`src/rtl/timer_pkg.sv`:
```
// Shared definitions for the memory-mapped countdown timer: FSM states,
// register word offsets, CTRL bit positions and mode encodings.
package timer_pkg;

    typedef enum logic [1:0] {
        IDLE = 2'd0,
        LOAD = 2'd1,
        CNT  = 2'd2,
        INT  = 2'd3
    } state_t;

    localparam logic [1:0] OFF_CTRL   = 2'd0;
    localparam logic [1:0] OFF_PRESET = 2'd1;
    localparam logic [1:0] OFF_COUNT  = 2'd2;

    localparam int unsigned CTRL_W        = 4;
    localparam int unsigned CTRL_EN       = 0;
    localparam int unsigned CTRL_MODE_LSB = 1;
    localparam int unsigned CTRL_MODE_MSB = 2;
    localparam int unsigned CTRL_IM       = 3;

    localparam logic [1:0] MODE_ONESHOT = 2'b00;
    localparam logic [1:0] MODE_RELOAD  = 2'b01;

endpackage

```
`src/rtl/timer_counter_if.sv`:
```
// Bridge-side device port of the timer: word-addressed register access plus IRQ.
interface timer_counter_if;
    logic [31:0] Addr;
    logic [31:0] WD;
    logic        WE;
    logic [31:0] RD;
    logic        IRQ;

    modport master (output Addr, output WD, output WE, input RD, input IRQ);
    modport slave  (input Addr, input WD, input WE, output RD, output IRQ);
endinterface

```
`src/rtl/timer_prescaler.sv`:
```
// Divide-by-DIV tick generator; restarts from zero on clear and only advances while enabled.
module timer_prescaler #(
    parameter int unsigned DIV = 4
) (
    input  logic clk,
    input  logic rst_n,
    input  logic clear,
    input  logic enable,
    output logic tick
);
    localparam int unsigned W = (DIV > 1) ? $clog2(DIV) : 1;
    localparam logic [W-1:0] LAST = W'(DIV - 1);

    logic [W-1:0] cnt;

    assign tick = enable && (cnt == LAST);

    always_ff @(posedge clk or negedge rst_n) begin
        if (!rst_n) begin
            cnt <= '0;
        end else if (clear) begin
            cnt <= '0;
        end else if (enable) begin
            cnt <= tick ? '0 : cnt + 1'b1;
        end
    end
endmodule

```
`src/rtl/timer_counter.sv`:
```
// Memory-mapped 32-bit countdown timer with one-shot / auto-reload modes and masked IRQ.
// Define TIMER_PRESCALE_EN to gate each count step by a PRESCALE_DIV-cycle prescaler.
module timer_counter
    import timer_pkg::*;
#(
    parameter logic [31:0] BASE_ADDR    = 32'h0000_7f00,
    parameter int unsigned PRESCALE_DIV = 4
) (
    input logic            clk,
    input logic            reset,
    timer_counter_if.slave bus
);
    state_t            state, state_next;
    logic [CTRL_W-1:0] ctrl;
    logic [31:0]       preset;
    logic [31:0]       count;
    logic              irq_flag;
    logic              tick;

    logic [1:0] offset;
    logic       wr_ctrl, wr_preset;
    logic       en, reload;
    logic       load_count, dec_count, set_irq, clr_irq, clr_en;
    logic       unused_ok;

    assign offset    = bus.Addr[3:2];
    assign wr_ctrl   = bus.WE && (offset == OFF_CTRL);
    assign wr_preset = bus.WE && (offset == OFF_PRESET);
    assign en        = ctrl[CTRL_EN];
    assign reload    = (ctrl[CTRL_MODE_MSB:CTRL_MODE_LSB] == MODE_RELOAD);
    assign unused_ok = ^{bus.Addr[31:4], bus.Addr[1:0], BASE_ADDR, PRESCALE_DIV};

`ifdef TIMER_PRESCALE_EN
    timer_prescaler #(
        .DIV (PRESCALE_DIV)
    ) u_prescaler (
        .clk    (clk),
        .rst_n  (reset),
        .clear  (state == LOAD),
        .enable (state == CNT),
        .tick   (tick)
    );
`else
    assign tick = 1'b1;
`endif

    always_ff @(posedge clk or negedge reset) begin
        if (!reset) begin
            state <= IDLE;
        end else begin
            state <= state_next;
        end
    end

    always_comb begin
        state_next = state;
        unique case (state)
            IDLE: if (en) state_next = LOAD;
            LOAD: state_next = CNT;
            CNT: begin
                if (!en) begin
                    state_next = IDLE;
                end else if (tick && (count <= 32'd1)) begin
                    state_next = INT;
                end
            end
            INT: state_next = reload ? LOAD : IDLE;
            default: state_next = IDLE;
        endcase
    end

    always_comb begin
        load_count = 1'b0;
        dec_count  = 1'b0;
        set_irq    = 1'b0;
        clr_irq    = 1'b0;
        clr_en     = 1'b0;
        unique case (state)
            LOAD: load_count = 1'b1;
            CNT: begin
                if (en && tick) begin
                    dec_count = (count != '0);
                    set_irq   = (count <= 32'd1);
                end
            end
            INT: begin
                clr_irq = reload;
                clr_en  = !reload;
            end
            default: ;
        endcase
    end

    // A CPU write to CTRL overrides the FSM's one-shot En clear on the same edge;
    // a terminal-count set of irq_flag beats a coincident CTRL-write acknowledge.
    always_ff @(posedge clk or negedge reset) begin
        if (!reset) begin
            ctrl     <= '0;
            preset   <= '0;
            count    <= '0;
            irq_flag <= 1'b0;
        end else begin
            if (wr_ctrl) begin
                ctrl <= bus.WD[CTRL_W-1:0];
            end else if (clr_en) begin
                ctrl[CTRL_EN] <= 1'b0;
            end

            if (wr_preset) begin
                preset <= bus.WD;
            end

            if (load_count) begin
                count <= preset;
            end else if (dec_count) begin
                count <= count - 32'd1;
            end

            if (set_irq) begin
                irq_flag <= 1'b1;
            end else if (clr_irq || wr_ctrl) begin
                irq_flag <= 1'b0;
            end
        end
    end

    always_comb begin
        bus.RD = '0;
        unique case (offset)
            OFF_CTRL:   bus.RD = {28'd0, ctrl};
            OFF_PRESET: bus.RD = preset;
            OFF_COUNT:  bus.RD = count;
            default:    bus.RD = '0;
        endcase
    end

    assign bus.IRQ = irq_flag & ctrl[CTRL_IM];

endmodule
```
`src/flat_wrapper.sv`:
```
// flat-port wrapper written by rule: the top's interface ports become plain ports
module timer_counter_flat import timer_pkg::*;
#(
    parameter logic [31:0] BASE_ADDR    = 32'h0000_7f00,
    parameter int unsigned PRESCALE_DIV = 4
)
  (clk, reset, bus_Addr, bus_WD, bus_WE, bus_RD, bus_IRQ);
  timer_counter_if bus_i ();
  input logic clk;
  input logic reset;
  input wire logic [$bits(bus_i.Addr)-1:0] bus_Addr;
  input wire logic [$bits(bus_i.WD)-1:0] bus_WD;
  input wire logic [$bits(bus_i.WE)-1:0] bus_WE;
  output wire logic [$bits(bus_i.RD)-1:0] bus_RD;
  output wire logic [$bits(bus_i.IRQ)-1:0] bus_IRQ;
  assign bus_i.Addr = bus_Addr;
  assign bus_i.WD = bus_WD;
  assign bus_i.WE = bus_WE;
  assign bus_RD = bus_i.RD;
  assign bus_IRQ = bus_i.IRQ;
  timer_counter #(.BASE_ADDR(BASE_ADDR), .PRESCALE_DIV(PRESCALE_DIV)) u_core (.clk(clk), .reset(reset), .bus(bus_i));
endmodule
```
`config.mk`:
```
export PLATFORM = sky130hd
export DESIGN_NAME = timer_counter_flat
export DESIGN_NICKNAME = d
export VERILOG_FILES = /design/src/rtl/timer_pkg.sv /design/src/rtl/timer_counter_if.sv /design/src/rtl/timer_prescaler.sv /design/src/rtl/timer_counter.sv /design/src/flat_wrapper.sv
export SDC_FILE = /design/constraint.sdc
export NUM_CORES = 1
export LEC_CHECK = 0
export BUFFER_PORTS_ARGS = -buffer_cell sky130_fd_sc_hd__clkbuf_2
export CORE_MARGIN = 3
export CORE_UTILIZATION = 45
export DETAILED_ROUTE_END_ITERATION = 7
export PLACE_DENSITY = 0.79
export SYNTH_ARGS = -nofsm -noshare
export SYNTH_HDL_FRONTEND = slang
export SYNTH_SLANG_ARGS = --single-unit
export TNS_END_PERCENT = 5
```
`constraint.sdc`:
```
create_clock -name clk -period 3.1 [get_ports clk]
set_input_delay 0.31 -clock clk [delete_from_list [all_inputs] [get_ports clk]]
set_output_delay 0.31 -clock clk [all_outputs]
set_load 0.005 [all_outputs]
```
==> impl_metrics.toml <==
[layout]
fillers = 741
drive_gt1_share_pct = 30.7
diodes = 0
fin_nets = 531
areaGrowthSynthToFinish_pct = 17.2

[grt]
grt_pass1_wl_um = 15800
grt_max_degree = 63
antenna_found_initial = 0
grt_usage_pct = 20.1
first_global_vias = 3139
grt.overflow.total = 0

[power_and_ir_drop]
p_per_area_nw_per_um2 = 815
swShare_pct = 39.4
ir_drop_uv = 370
netSwitchingPower_w = 0.00146
p_leak_nw = 2.00
combPwrFrac_pct = 37.6
clockPowerShare_pct = 18.6
p_int_w = 0.00224
seq_power_share_pct = 43.7

[worst_setup_path]
critPathKind = "flop to flop"
cp.required_ns = 3.39
end_kind = "flop"
worst_ep_arrival_time_ns = 3.17
worstSetupStartpointType = "flop"
critPathMaxFanout = 7

[die]
num_rows = 33
die_area_um2 = 9750
ioPinCount = 100
floorplan.initialDensity_pct = 46.6
dieHeight_um = 98.7
fp.coreArea_um2 = 8300
die_x_um = 98.7

[synthesis]
ys_seq_elements = 71
yosysWarnings = 0
yosys.area.top_type_share_pct = 45.9
synth-seq-area-share_pct = 45.9
synth_edf_count = 0
yosysTopAreaCell = "dfrtp_1"
synth.top_cells.by_count = "71 x dfrtp_1, 37 x nand2_1, 34 x mux2_2, 34 x o21ai_0, 29 x a21oi_1"
synth_area_per_cell_um2 = 9.74
synth_cell_type_count = 44
yosysMostFrequentCell = "dfrtp_1"
syn_inst = 397
ys.flop_type = "dfrtp_1"
syn_nets = 467
synth_area_um2 = 3870
synthTopCellsByArea = "dfrtp_1 46%, mux2_2 9.9%, a22o_1 6.1%"
async_reset_ff_share_pct = 100

[route]
wl_per_cell_um = 16.6
firstDrtPassIters = 4
dr_total_vias = 3362
viasPerCell = 5.92
ant_nets = 0
wirelength_um = 9420
drt_iter0_markers = 225
drc = 0

[place]
routabilityCongestion = 0.833
dp_slack_ns = 0.238
dp_hpwl_um = 6410
port-buffer-count = 69

[timing]
finalCritPeriodShare_pct = 93.0
setup_viol = 0
grt_setup_unrepaired = "no"
relSlewSlack_pct = 42.9
hold_viol = 0
tightestPinTransition_ns = 0.857
finalWorstSetupSlack_ns = 0.216
min_period_ns = 2.88
setup_tns_ns = 0
fin_skew_ns = 0.00570
slew_violations = 0
fmaxAchievable_mhz = 347

[cts]
cts.clk_slew.worst_paths_ns = 0.07
ctsHoldBuffers = 0
cts_buffers = 9
worstSkewPairLatency_ns = 0.35
post_cts_buffers = 0
cts_sinks = 71
cts_tree = "built"
post_cts_resized = 0
ctsHtreeMaxLevel = 3
clockRootBuffer = "clkbuf_8"
cts_max_path_buffers = 2

[status]
outcome = "finished clean"

[worst_hold_path]
hold_path.class = "input port to asynchronous set/reset pin"

[flow_run]
cap_violations = 0
-- cell type report --
cell class,instances,area (µm²),area share [%]
multi-input combinational,292,1970,43.5
clock inverter,2,35.0,0.773
clock buffer,11,131,2.90
inverter,5,18.8,0.414
sequential,71,1780,39.2
tap,105,131,2.90
timing repair buffer,82,468,10.3
-- per-stage QoR --
step,power (W),utilization [%],hold slack [ns],cells,instance area (µm²)
floorplan,0.00252,-,0.0144,397,3870
global placement,0.00293,52.6,0.469,555,4370
detailed placement,0.00301,52.6,0.472,555,4370
CTS,0.00371,54.6,0.0987,568,4530
global route,0.00398,54.6,0.132,568,4530
finish,0.00370,54.6,0.0636,568,4530
-- flip-flops by register name, indices dropped and copies added, names as in the netlist --
signal	count
u_core.ctrl	4
u_core.irq_flag	1
u_core.state	2
u_core.count	32
u_core.preset	32
-- critical path, cell delays in order (launching register included) --
cell and delay [ns]:
dfrtp_1 0.45, or4_4 0.58, or3_4 0.36, or4_4 0.54
or4b_4 0.53, a211o_1 0.30, nand2_1 0.06
-- power groups by stage --
stage | combinational, W | sequential (W) | clock [W]
after floorplan | 0.00103 | 0.00149 | 0
after global placement | 0.00134 | 0.00160 | 0
after detailed placement | 0.00139 | 0.00162 | 0
after CTS | 0.00140 | 0.00161 | 0.000702
after global routing | 0.00156 | 0.00167 | 0.000745
final | 0.00139 | 0.00162 | 0.000689
-- layer usage --
| metal | part of all wire, % | up-vias | GRT usage (%) |
|---|---|---|---|
| met5 | 0 | - | 0 |
| met4 | 1.4 | 0 | 5.99 |
| met3 | 7.5 | 9 | 3.82 |
| met2 | 47 | 125 | 31.2 |
| met1 | 44 | 1604 | 28.7 |
| li1 | - | 1624 | - |
-- path summary, 6_finish.rpt --
path | endpoint | slack [ns] | cells after the start | from
max in group asynchronous | u_core.count[12] | 2.36 | 2 | reset
worst min-delay path | u_core.ctrl[3] | 0.06 | 1 | reset
min in group clk | u_core.preset[13] | 0.19 | 2 | bus_WD[13]
worst max register to register | u_core.state[0] | 0.22 | 6 | u_core.count[19]
worst max-delay path | u_core.state[0] | 0.22 | 6 | u_core.count[19]
worst min register to register | u_core.preset[10] | 0.54 | 1 | u_core.preset[10]
-- kinds of logic (layout without fill, tap and decap cells) --
group / count (synthesis) / after routing / share of synthesized area (%)
fa+ha+maj: 3 / 3 / 0.970
mux: 38 / 38 / 10.9
flops: 71 / 71 / 45.9
compound gates: 139 / 139 / 24.1
buf+inv: 34 / 100 / 3.33
simple gates: 112 / 112 / 14.7
-- layout by cell type (no fill, tap or decap), types with 2 or more instances in the layout --
master,instances
or4_4,3
nor4_1,5
a211o_1,2
nand4_1,2
or3_1,3
clkbuf_2,68
mux2i_1,4
o211ai_1,2
mux2_2,34
clkbuf_1,2
nor2b_1,2
o21ai_0,34
nand3_1,7
buf_12,2
ha_1,3
nor2b_2,3
o21a_1,4
o32ai_1,3
a2bb2oi_1,12
nand2b_1,2
a22o_1,27
nor2_1,23
nor3_1,11
or2_2,2
a21oi_1,29
inv_1,5
dfrtp_1,71
nand3b_1,3
buf_4,11
o22ai_1,13
nand2_1,37
clkbuf_8,9
or4_1,2
a22oi_1,6
No activity file was read; power rests on OpenSTA's default activity.
